### src/rtl/turbo_encoder_tx.sv
// turbo_encoder_tx: rate-1/3 turbo encoder with serial triplet output.
// Two RSC constituent encoders (feedback 1+D+D^2, feedforward 1+D^2).
// The first sees the natural bit order and the second sees the interleaved order.
// Each bit index t is sent as three serial bits: systematic, parity1, parity2.
// Optional build macro TURBO_ENC_BLKCNT_EN adds a 16-bit completed-frame counter port.

// One RSC constituent encoder lane. Parity is combinational from the current state and input.
module turbo_encoder_tx_rsc (
  input  logic clk,
  input  logic rst,
  input  logic clr,
  input  logic adv,
  input  logic x,
  output logic p
);
  logic s1, s2, a;

  assign a = x ^ s1 ^ s2;
  assign p = a ^ s2;

  // The state is cleared at each frame start. It advances once per bit index, after parity2 is sent.
  always_ff @(posedge clk) begin
    if (rst || clr) begin
      s1 <= 1'b0;
      s2 <= 1'b0;
    end else if (adv) begin
      s1 <= a;
      s2 <= s1;
    end
  end
endmodule

module turbo_encoder_tx #(
  parameter int K       = 8,
  parameter int INTLV_A = 3,
  parameter int INTLV_B = 5
) (
  input  logic         clk,
  input  logic         rst,
  input  logic [K-1:0] data_in,
  input  logic         data_valid,
  output logic         ready,
  output logic         op,
  output logic         op_valid,
  output logic         frame_start
`ifdef TURBO_ENC_BLKCNT_EN
  , output logic [15:0] blk_count
`endif
);
  localparam int TW = $clog2(K);
  localparam int NUM_ENC = 2;

  localparam logic [0:0] IDLE = 1'b0;
  localparam logic [0:0] SEND = 1'b1;

  generate
    if (K < 4 || K > 128 || (K & (K - 1)) != 0) begin : g_bad_k
      $error("turbo_encoder_tx: K must be a power of two in 4..128");
    end
    if ((INTLV_A % 2) == 0) begin : g_bad_a
      $error("turbo_encoder_tx: INTLV_A must be odd");
    end
    if (INTLV_B < 0 || INTLV_B >= K) begin : g_bad_b
      $error("turbo_encoder_tx: INTLV_B must be in 0..K-1");
    end
  endgenerate

  logic [0:0]         state;
  logic [TW-1:0]      t;
  logic [TW-1:0]      t_nxt;
  logic [1:0]         phase;
  logic [K-1:0]       blk;
  logic [TW-1:0]      pi_t;
  logic               last_bit;
  logic               accept;
  logic               enc_adv;
  logic [NUM_ENC-1:0] enc_x;
  logic [NUM_ENC-1:0] enc_p;

  // The last serial bit of the frame is the only SEND cycle that can take a new block.
  assign last_bit = (state == SEND) && (t == TW'(K - 1)) && (phase == 2'd2);
  assign ready    = !rst && ((state == IDLE) || last_bit);
  assign accept   = data_valid && ready;
  assign t_nxt    = t + TW'(1);

  // K is a power of two, so the modulo reduces to keeping the low TW bits.
  assign pi_t = TW'(INTLV_A * int'(t) + INTLV_B);

  // u[t] = blk[K-1-t]. With a power-of-two K, K-1-t is simply ~t in TW bits.
  assign enc_x[0] = blk[~t];
  assign enc_x[1] = blk[~pi_t];
  assign enc_adv  = (state == SEND) && (phase == 2'd2);

  generate
    for (genvar g = 0; g < NUM_ENC; g++) begin : g_enc
      turbo_encoder_tx_rsc u_rsc (
        .clk (clk),
        .rst (rst),
        .clr (accept),
        .adv (enc_adv),
        .x   (enc_x[g]),
        .p   (enc_p[g])
      );
    end
  endgenerate

  // Sequencer: counters and the block latch track the bit currently on op.
  // op is loaded with the bit for the next position.
  always_ff @(posedge clk) begin
    if (rst) begin
      state       <= IDLE;
      t           <= '0;
      phase       <= 2'd0;
      blk         <= '0;
      op          <= 1'b0;
      op_valid    <= 1'b0;
      frame_start <= 1'b0;
    end else if (accept) begin
      state       <= SEND;
      t           <= '0;
      phase       <= 2'd0;
      blk         <= data_in;
      op          <= data_in[K-1];
      op_valid    <= 1'b1;
      frame_start <= 1'b1;
    end else if (state == SEND) begin
      frame_start <= 1'b0;
      if (last_bit) begin
        state    <= IDLE;
        t        <= '0;
        phase    <= 2'd0;
        op       <= 1'b0;
        op_valid <= 1'b0;
      end else begin
        case (phase)
          2'd0: begin
            phase <= 2'd1;
            op    <= enc_p[0];
          end
          2'd1: begin
            phase <= 2'd2;
            op    <= enc_p[1];
          end
          default: begin
            phase <= 2'd0;
            t     <= t_nxt;
            op    <= blk[~t_nxt];
          end
        endcase
      end
    end
  end

`ifdef TURBO_ENC_BLKCNT_EN
  // Count frames whose final bit was sent. Reset aborts clear the counter rather than bump it.
  always_ff @(posedge clk) begin
    if (rst) blk_count <= 16'd0;
    else if (last_bit) blk_count <= blk_count + 16'd1;
  end
`endif

endmodule

### config.mk
export PLATFORM = sky130hd
export DESIGN_NAME = turbo_encoder_tx
export DESIGN_NICKNAME = d
export VERILOG_FILES = /design/src/rtl/turbo_encoder_tx.sv
export SDC_FILE = /design/constraint.sdc
export NUM_CORES = 1
export LEC_CHECK = 0
export ABC_AREA = 1
export BUFFER_PORTS_ARGS = -buffer_cell sky130_fd_sc_hd__buf_2
export CAP_MARGIN = 10
export CORE_MARGIN = 2
export CORE_UTILIZATION = 53
export CTS_BUF_LIST = sky130_fd_sc_hd__clkbuf_4
export DETAILED_ROUTE_END_ITERATION = 12
export GPL_TIMING_DRIVEN = 0
export PLACE_DENSITY = 0.77
export SLEW_MARGIN = 0
export SYNTH_ARGS = -nofsm -noshare
export SYNTH_HDL_FRONTEND = slang
export SYNTH_HIERARCHICAL = 1
export SYNTH_SLANG_ARGS = --single-unit
### constraint.sdc
create_clock -name clk -period 1.97 [get_ports clk]
set_clock_uncertainty 0.05 [all_clocks]
set_input_delay 0.2955 -clock clk [delete_from_list [all_inputs] [get_ports clk]]
set_output_delay 0.2955 -clock clk [all_outputs]
set_load 0.01 [all_outputs]
==> results of run 1 <==
-- cell type report --
type	count	share of cell area [%]
buffer	1	0.505
clock buffer	4	2.02
inverter	26	7.15
multi-input combinational	128	49.1
sequential	21	28.8
tap	28	2.35
timing repair buffer	24	10.0
-- flip-flops by register name, indices dropped and copies added, names as in the netlist --
signal and flops:
blk 8, t 3, g_enc.u_rsc/s1 2, g_enc.u_rsc/s2 2
phase 2, frame_start 1, op 1, op_valid 1
state 1
-- final timing paths --
path / endpoint / depth (start not counted)
setup / recovery: op / 16
hold / removal: blk[0] / 3
setup reg to reg: op / 16
hold reg to reg: frame_start / 2
-- worst reg2reg max path: cells and delay by family, from the launching register on --
family / cells / cell delay [ps]
DFF: 1 / 390
and+or+nand+nor: 9 / 530
buffers and inverters: 3 / 240
xor gates and xnor gates: 1 / 180
adders and majority gates: 1 / 260
AOI/OAI and AO/OA: 2 / 240
-- synth_stat cells, drive strengths merged (2+ instances only) --
master / instances / area, um2
and2: 2 / 12.5
ha: 3 / 37.5
or2: 2 / 12.5
nand2: 55 / 229
xnor2: 3 / 26.3
nor2: 16 / 75.1
inv: 24 / 90.1
a21oi: 8 / 40.0
nand3: 20 / 100
dfxtp: 21 / 420
clkinv: 2 / 12.5
a211oi: 2 / 15.0
a22oi: 2 / 15.0
o21ai: 11 / 55.1
-- where the power goes --
group          switching [mW]  internal (mW)  leakage, nW  total, mW
logic                  0.0804         0.0600        0.505      0.140
clock network           0.137         0.0931       0.0184      0.230
registers              0.0166          0.443        0.174      0.460
-- routing by layer --
| metal | global-route usage, % | share of wire [%] | wire length [um] |
|---|---|---|---|
| met1 | 25.9 | 45 | 1230 |
| met5 | 0 | 0 | 0 |
| met3 | 3.51 | 3.0 | 81 |
| met2 | 38.7 | 49 | 1340 |
| met4 | 11.7 | 2.4 | 64 |
-- repair_timing --
action                     CTS  global route
gates resized for setup      8            18
setup endpoints to repair    2             5
pin swaps                    0            15
setup buffers                1             9
-- metrics by stage --
step | std cells | cell area [um2]
after floorplan | 176 | 1180
after global placement | 218 | 1290
after detailed placement | 218 | 1290
after CTS | 223 | 1350
after global routing | 232 | 1490
final | 232 | 1490
-- logic make-up after synthesis --
family / count (synthesis)
compound gates: 25
xor+xnor: 4
fa+ha+maj: 3
buf+inv: 27
flops: 21
simple gates: 96
==> run_results.csv, run 1 <==
group,metric,value,unit
setup_path,crit_fanout,4,
placement,pre_cts_ws,-253,ps
floorplan,die_w,51.1,um
yosys,postSynth.topFlopCell,"dfxtp_1",
cells_and_area,final_common_cell,"nand2_1",
routing,num_vias,1188,
yosys,synthesis.nets,190,
yosys,synthDistinctLibCells,25,
cells_and_area,drive_gt1_share,28.9,%
setup_path,slowest_delay,390,ps
sta,period_share,99.3,%
cells_and_area,multi_input_area,731,um2
placement,port_buffers,14,
setup_path,reg2reg_slack,10,ps
sta,finalSetupViolCount,0,
run,max_cap_violations,0,
yosys,synth_fa_ha_area_share,3.19,%
setup_path,cpLargestDelayFamily,"simple AND/OR/NAND/NOR gates",
yosys,synth_top_family_by_area,"simple AND/OR/NAND/NOR gates",
clock_network,cts.htree.levels,1,
floorplan,start_util,54.7,%
routing,firstDrtPassIters,4,
yosys,synth-compound-area-share,11.8,%
routing,ant_nets,0,
sta,fin_ws,14.6,ps
yosys,synth_cells,176,
sta,hold_viol,0,
setup_path,required,2180,ps
routing,wl,2720,um
clock_network,cts.clk_slew.worst_paths,120,ps
setup_path,path_class,"flop to flop",
setup_path,crit_start,"t[1]",
cells_and_area,layout.area.seq,429,um2
floorplan,core,2150,um2
global_route,grt_max_degree,12,
setup_path,cp.buffers_inverters,3,
yosys,synthMuxAreaShare,0,%
clock_network,cts.path.max_buffers,2,
routing,via_per_inst,5.12,
cells_and_area,nFillCells,178,
clock_network,cts_tree,"done",
global_route,grt.overflow.total,0,
cells_and_area,area_growth,26.6,%
floorplan,die_h,51.1,um
placement,dp_hpwl,1900,um
yosys,postSynth.asyncResetShare,0,%
clock_network,cts_made_buffers,3,
min_path,hold_start,"data_in[0]",
sta,tightest_slew,276,ps
sta,rsz0062_at_grt,"true",
placement,gp_congestion,0.864,
cells_and_area,final_core_util,69.2,%
clock_network,hold_buffers,0,
yosys,syn_avg_cell_area,6.68,um2
power_and_ir_drop,leakage,0.697,nW
setup_path,arrival,2170,ps
sta,period_minus_slack,1960,ps
power_and_ir_drop,powerDensity,558,nW/um2
routing,wire_per_inst,11.7,um
power_and_ir_drop,vdd_drop_max,0.000509,V
yosys,netlist_area,1170,um2
sta,hold_ws,109,ps
routing,drc_errors,0,
yosys,synth_seq_cells,21,
min_path,holdCritPathClass,"input port to flop",
sta,max_freq,511,MHz
yosys,ys_seq_area_share,35.8,%
cells_and_area,final_cell_mix,"nand2_1 (46), inv_1 (19), dfxtp_1 (18)",
clock_network,cts.sinks,21,
setup_path,path_cells,"inv_4 > ha_4 > xnor2_4 > nand2_1 > o21ai_1 > inv_1 > o21ai_2 > buf_6 > nand2_4 > nand2_4 > nand3_2 > nand2_2 > nand2_1 > nand2_1 > nor2_2 > nor2_1",
floorplan,ioPinCount,15,
setup_path,cp_common_cell,"nand2_1",
sta,maxSlewHeadroom,81.6,%
cells_and_area,nets,219,
yosys,yosysWarnings,6,
setup_path,start_kind,"flop",
global_route,track_usage,22.2,%
sta,slew_violations,0,
setup_path,cp_slowest_cell,"dfxtp_4",
sta,fin_tns_setup,0,ps
global_route,grt_pass1_wl,4340,um
floorplan,rows,17,
global_route,grt_pass1_vias,1081,
floorplan,die_area,2610,um2
cells_and_area,n_antenna_cell,0,
yosys,synth_edf_count,0,
setup_path,end_kind,"flop",
clock_network,clockRootBuffer,"clkbuf_4",
yosys,synth_xor_area_share,2.98,%
run_status,status,"finished, final reports clean",
yosys,synthSimpleGateAreaFrac,37.1,%
routing,drtIter0Drc,14,
power_and_ir_drop,total_power,831,uW
setup_path,r2r-start,"t[1]",
clock_network,insertion_delay,320,ps
global_route,grt_antenna_before_repair,0,
Power figures use the tool's default switching activity.
==> inputs of run 2 (changes only) <==
--- a/config.mk
+++ b/config.mk
@@ -5,7 +5,6 @@
 export SDC_FILE = /design/constraint.sdc
 export NUM_CORES = 1
 export LEC_CHECK = 0
-export ABC_AREA = 1
 export BUFFER_PORTS_ARGS = -buffer_cell sky130_fd_sc_hd__buf_2
 export CAP_MARGIN = 10
 export CORE_MARGIN = 2
==> run_results.csv, run 2 <==
group,metric,value,unit
setup_path,start_kind,"flop",
yosys,postSynth.topFlopCell,"dfxtp_1",
cells_and_area,largest_reg_flops,8,
setup_path,cp_slowest_cell,"mux4_2",
clock_network,cts.path.max_buffers,2,
routing,wl,2460,um
setup_path,crit_fanout,2,
routing,wire_per_inst,14.6,um
setup_path,worst-r2r-cell-count,9,
clock_network,cts.htree.levels,1,
floorplan,start_util,57.4,%
floorplan,ioPinCount,15,
power_and_ir_drop,powerDensity,581,nW/um2
sta,max_freq,445,MHz
clock_network,cts_made_buffers,3,
routing,dr_wl_met3,119,um
setup_path,required,2120,ps
yosys,synth_cells,122,
floorplan,rows,16,
routing,met1_length,1120,um
setup_path,arrival,2400,ps
sta,rsz0062_at_grt,"true",
routing,firstDrtPassIters,4,
yosys,synthesis.nets,136,
run,max_cap_violations,0,
clock_network,cts.sinks,21,
setup_path,cp.buffers_inverters,1,
sta,fin_ws,-275,ps
placement,port_buffers,14,
global_route,grt_antenna_before_repair,0,
setup_path,cpLargestDelayFamily,"multiplexers",
yosys,syn_avg_cell_area,9.51,um2
yosys,netlist_area,1160,um2
cells_and_area,n_antenna_cell,0,
yosys,netlist_top_cells_area,"dfxtp_1 (36%), mux4_2 (7.8%), nand2_1 (5.8%), mux2i_1 (5.2%), ha_1 (3.2%)",
setup_path,end_kind,"flop",
floorplan,core,2020,um2
setup_path,slowest_delay,490,ps
routing,ant_nets,0,
cells_and_area,nets,157,
placement,gp_congestion,0.741,
clock_network,cts.clk_slew.worst_paths,120,ps
yosys,synth_top_area_share,36.2,%
yosys,ys_seq_area_share,36.2,%
sta,tightest_slew,592,ps
yosys,synth_seq_cells,21,
sta,finalSetupViolCount,3,
placement,place_area,1280,um2
yosys,postSynth.asyncResetShare,0,%
global_route,track_usage,21.4,%
cells_and_area,nFillCells,164,
global_route,grt_max_degree,16,
run_status,status,"complete, but fails checks",
floorplan,die_h,50.8,um
global_route,grt_pass1_wl,4170,um
cells_and_area,top_regs,"blk: 8 flops, t: 3 flops",
clock_network,clockRootBuffer,"clkbuf_4",
yosys,synthMostInstantiatedCell,"dfxtp_1",
cells_and_area,area_growth,19.7,%
routing,met2_length,1170,um
min_path,min_path_cells,3,
min_path,holdCritPathClass,"input port to flop",
cells_and_area,top_register,"blk",
run_status,violations,"negative setup slack",
yosys,synth_top_family_by_area,"simple AND/OR/NAND/NOR gates",
setup_path,path_class,"flop to flop",
yosys,synthSimpleGateAreaFrac,17.5,%
sta,period_minus_slack,2240,ps
setup_path,path_cells,"inv_2 > ha_4 > mux4_2 > mux2_4 > xor2_1 > mux2i_1 > o22ai_1 > a41oi_1 > o21ai_1",
yosys,yosys.area.top_type,"dfxtp_1",
floorplan,die_area,2580,um2
routing,drtIter0Drc,27,
clock_network,cts_tree,"done",
yosys,synth-compound-area-share,15.5,%
yosys,synth_common_cells,"dfxtp_1 (21), nand2_1 (18), nor2_1 (8)",
sta,period_share,114,%
cells_and_area,final_common_cell,"dfxtp_1",
yosys,synthMuxAreaShare,17.2,%
yosys,synth_fa_ha_area_share,3.24,%
cells_and_area,fin_area,1390,um2
clock_network,hold_buffers,0,
yosys,synth_edf_count,0,
setup_path,cp.depth,9,
cells_and_area,final_core_util,68.7,%
cells_and_area,final_cell_mix,"dfxtp_1 (19), nand2_1 (18), buf_2 (16)",
yosys,yosysWarnings,6,
routing,top_layer,"met4",
cells_and_area,drive_gt1_share,33.1,%
sta,maxSlewHeadroom,60.4,%
power_and_ir_drop,vdd_drop_max,0.000509,V
routing,num_vias,970,
global_route,grt.overflow.total,0,
placement,dp_hpwl,1720,um
routing,via_per_inst,5.74,
floorplan,die_w,50.8,um
global_route,grt_pass1_vias,943,
routing,drc_errors,0,
sta,slew_violations,0,
clock_network,insertion_delay,310,ps
yosys,synthDistinctLibCells,33,
power_and_ir_drop,leakage,0.555,nW
sta,hold_viol,0,
yosys,synth_xor_area_share,5.29,%
==> run 2: cell types whose count changed after synthesis, moves of 4 or more <==
cell / delta
inv_1: -17
nand2_1: -32
mux2i_1: +6
nand3_1: -18
nor2_1: -6
mux4_2: +4
nor3_1: +7
==> run 2: worst paths after layout <==
check / start / endpoint / slack (ps)
hold / removal: data_in[6] / blk[6] / 120
setup / recovery: t[1] / op / -270
hold reg to reg: blk[2] / blk[2] / 450
setup reg to reg: t[1] / op / -270
==> run 2: layout make-up <==
class | count | area [um2] | share of cell area (%)
clock buffer | 4 | 30.0 | 2.16
tap | 27 | 33.8 | 2.43
multi-input combinational | 91 | 749 | 54.0
sequential | 21 | 428 | 30.8
timing repair buffer | 16 | 85.1 | 6.13
inverter | 5 | 18.8 | 1.35
buffer | 5 | 43.8 | 3.15
==> run 2: worst register-to-register path, stage by stage, from the launching register on <==
cell and delay, ps:
dfxtp_4 370, inv_2 40, ha_4 270, mux4_2 490, mux2_4 300, xor2_1 140, mux2i_1 140, o22ai_1 90
a41oi_1 180, o21ai_1 70
==> run 2: cell families (layout without fill, tap and decap cells) <==
| group | Yosys count | in the layout |
|---|---|---|
| AO/OA/AOI/OAI | 26 | 26 |
| XOR/XNOR | 7 | 7 |
| adder cells (fa/ha/maj) | 3 | 3 |
| buffers and inverters | 10 | 30 |
| flip-flops | 21 | 21 |
| multiplexers | 13 | 13 |
| AND/OR/NAND/NOR | 42 | 42 |
==> run 2: what timing repair did <==
item                                    4_1_cts  5_1_grt
setup buffers                                 2        0
endpoints found under the setup margin        3        5
resized for setup                             2        7
pin swaps                                     1        0
==> run 2: layer usage <==
metal  GRT usage (%)  up-vias
met4            9.46        0
met2            36.0       34
met3            2.68        6
li1                -      477
met1            27.3      453
met5               0        -
==> run 2: metrics by stage <==
| stage | cells | worst slack (ps) | hold slack, ps | TNS (ps) | power (mW) |
|---|---|---|---|---|---|
| floorplan | 122 | -223 | 318 | -393 | 0.545 |
| global placement | 163 | -311 | 413 | -528 | 0.578 |
| detailed placement | 163 | -377 | 427 | -694 | 0.584 |
| CTS | 169 | -287 | 124 | -530 | 0.800 |
| global route | 169 | -407 | 126 | -815 | 0.844 |
| finish | 169 | -275 | 119 | -513 | 0.807 |
==> run 2: where the power goes <==
group	internal [mW]	switching [mW]
clock	0.0929	0.136
sequential	0.442	0.0165
combinational	0.0578	0.0613
==> inputs of run 3 (changes only) <==
--- a/config.mk
+++ b/config.mk
@@ -8,11 +8,11 @@
 export BUFFER_PORTS_ARGS = -buffer_cell sky130_fd_sc_hd__buf_2
 export CAP_MARGIN = 10
 export CORE_MARGIN = 2
-export CORE_UTILIZATION = 53
+export CORE_UTILIZATION = 60
 export CTS_BUF_LIST = sky130_fd_sc_hd__clkbuf_4
 export DETAILED_ROUTE_END_ITERATION = 12
 export GPL_TIMING_DRIVEN = 0
-export PLACE_DENSITY = 0.77
+export PLACE_DENSITY = 0.82
 export SLEW_MARGIN = 0
 export SYNTH_ARGS = -nofsm -noshare
 export SYNTH_HDL_FRONTEND = slang
==> constraint.sdc (replaced) <==
create_clock -name clk -period 2.6 [get_ports clk]
set_clock_uncertainty 0.05 [all_clocks]
set_input_delay 0.39 -clock clk [delete_from_list [all_inputs] [get_ports clk]]
set_output_delay 0.39 -clock clk [all_outputs]
set_load 0.01 [all_outputs]
==> run_results.csv, run 3 (synthesized netlist as in run 2, its figures left out) <==
group,metric,value,unit
cells_and_area,area_growth,14.0,%
clock_network,cts.clk_slew.worst_paths,120,ps
power_and_ir_drop,powerDensity,459,nW/um2
placement,place_area,1260,um2
placement,place_inst,161,
setup_path,required,2750,ps
routing,wl,2350,um
cells_and_area,largest_reg_flops,8,
cells_and_area,fin_area,1320,um2
global_route,grt_max_degree,16,
clock_network,cts.path.max_buffers,2,
floorplan,rows,15,
routing,via_per_inst,5.77,
placement,port_buffers,14,
sta,period_minus_slack,2410,ps
setup_path,arrival,2570,ps
sta,rsz0062_at_grt,"false",
clock_network,cts.sinks,21,
sta,maxSlewHeadroom,62.6,%
cells_and_area,nets,157,
placement,gp_congestion,0.858,
setup_path,crit_fanout,6,
routing,drc_errors,0,
power_and_ir_drop,leakage,0.560,nW
sta,fin_tns_setup,0,ps
floorplan,start_util,65.7,%
routing,drtIter0Drc,17,
floorplan,ioPinCount,15,
cells_and_area,top_regs,"blk: 8 flops, t: 3 flops",
min_path,holdCritPathClass,"input port to flop",
routing,firstDrtPassIters,4,
routing,wire_per_inst,14.1,um
clock_network,clockRootBuffer,"clkbuf_4",
sta,period_share,92.8,%
cells_and_area,n_antenna_cell,0,
power_and_ir_drop,vdd_drop_max,0.000336,V
sta,slew_violations,0,
cells_and_area,final_cell_mix,"dfxtp_1 (20), nand2_1 (18), buf_2 (16)",
sta,fin_ws,188,ps
global_route,grt_antenna_before_repair,0,
cells_and_area,top_register,"blk",
floorplan,die_w,48.0,um
setup_path,path_class,"flop to flop",
cells_and_area,final_core_util,75.0,%
run,max_cap_violations,0,
global_route,grt_pass1_vias,913,
routing,ant_nets,0,
global_route,track_usage,24.5,%
clock_network,insertion_delay,310,ps
sta,finalSetupViolCount,0,
routing,num_vias,964,
setup_path,end_kind,"flop",
floorplan,core,1760,um2
cells_and_area,fin_cells,167,
floorplan,die_area,2300,um2
sta,hold_viol,0,
floorplan,die_h,48.0,um
global_route,grt_pass1_wl,3910,um
placement,dp_hpwl,1710,um
placement,pre_cts_ws,-110,ps
clock_network,cts.htree.levels,1,
setup_path,start_kind,"flop",
sta,tightest_slew,559,ps
clock_network,cts_made_buffers,3,
sta,max_freq,415,MHz
global_route,grt.overflow.total,0,
cells_and_area,drive_gt1_share,28.2,%
run_status,status,"finished, final reports clean",
clock_network,cts_tree,"done",
cells_and_area,final_common_cell,"dfxtp_1",
clock_network,hold_buffers,0,
-- run 3: changes by cell type in the layout (fill, tap and decap cells not counted), moves of 2 or more --
cell / delta
ha_1: +2
ha_4: -2
mux2_2: +2
mux2_4: -2
-- run 3: worst max-delay path, cell delays in order, from the launching register on --
cell and delay (ps):
dfxtp_4 380, inv_1 60, ha_4 310, mux4_1 550
mux2_2 310, xor2_1 150, mux2i_1 140, o22ai_1 100
a41oi_1 170, o21ai_1 90
-- run 3: final timing paths --
path	end	depth (start not counted)	slack, ps	from
worst max register to register	op	9	190	t[1]
worst min register to register	blk[0]	2	450	blk[0]
worst min-delay path	blk[5]	3	210	data_in[5]
worst max-delay path	op	9	190	t[1]
-- run 3: where the power goes --
group,switching (mW),internal [mW]
Combinational,0.0453,0.0411
Sequential,0.0120,0.336
Clock,0.103,0.0704
-- run 3: final cells by class --
class	instances	area, um2
fillers	151	442
repair buffers	16	85.1
flip-flops and latches	21	424
clock buffers	4	30.0
inverters	5	18.8
plain buffers	5	40.0
multi-input cells	91	693
well taps	25	31.3
-- run 3: metrics by stage --
step	total power, mW	hold WS [ps]
floorplan	0.412	395
global placement	0.437	413
detailed placement	0.441	421
CTS	0.610	214
global route	0.630	240
finish	0.607	215
-- run 3: routing by layer --
metal / vias to the layer above / GRT usage, % / part of all wire [%]
met5: - / 0 / 0
met4: 0 / 12.4 / 2.9
met3: 9 / 4.53 / 3.7
met2: 23 / 39.7 / 48
met1: 451 / 31.1 / 45
li1: 481 / - / -
-- run 3: repair_timing --
| item | 4_1_cts | 5_1_grt |
|---|---|---|
| buffers inserted | 0 | 2 |
| pin swaps | 0 | 0 |
| resized for setup | 2 | 2 |
| hold endpoints to repair | 0 | 0 |
| setup endpoints to repair | 2 | 2 |
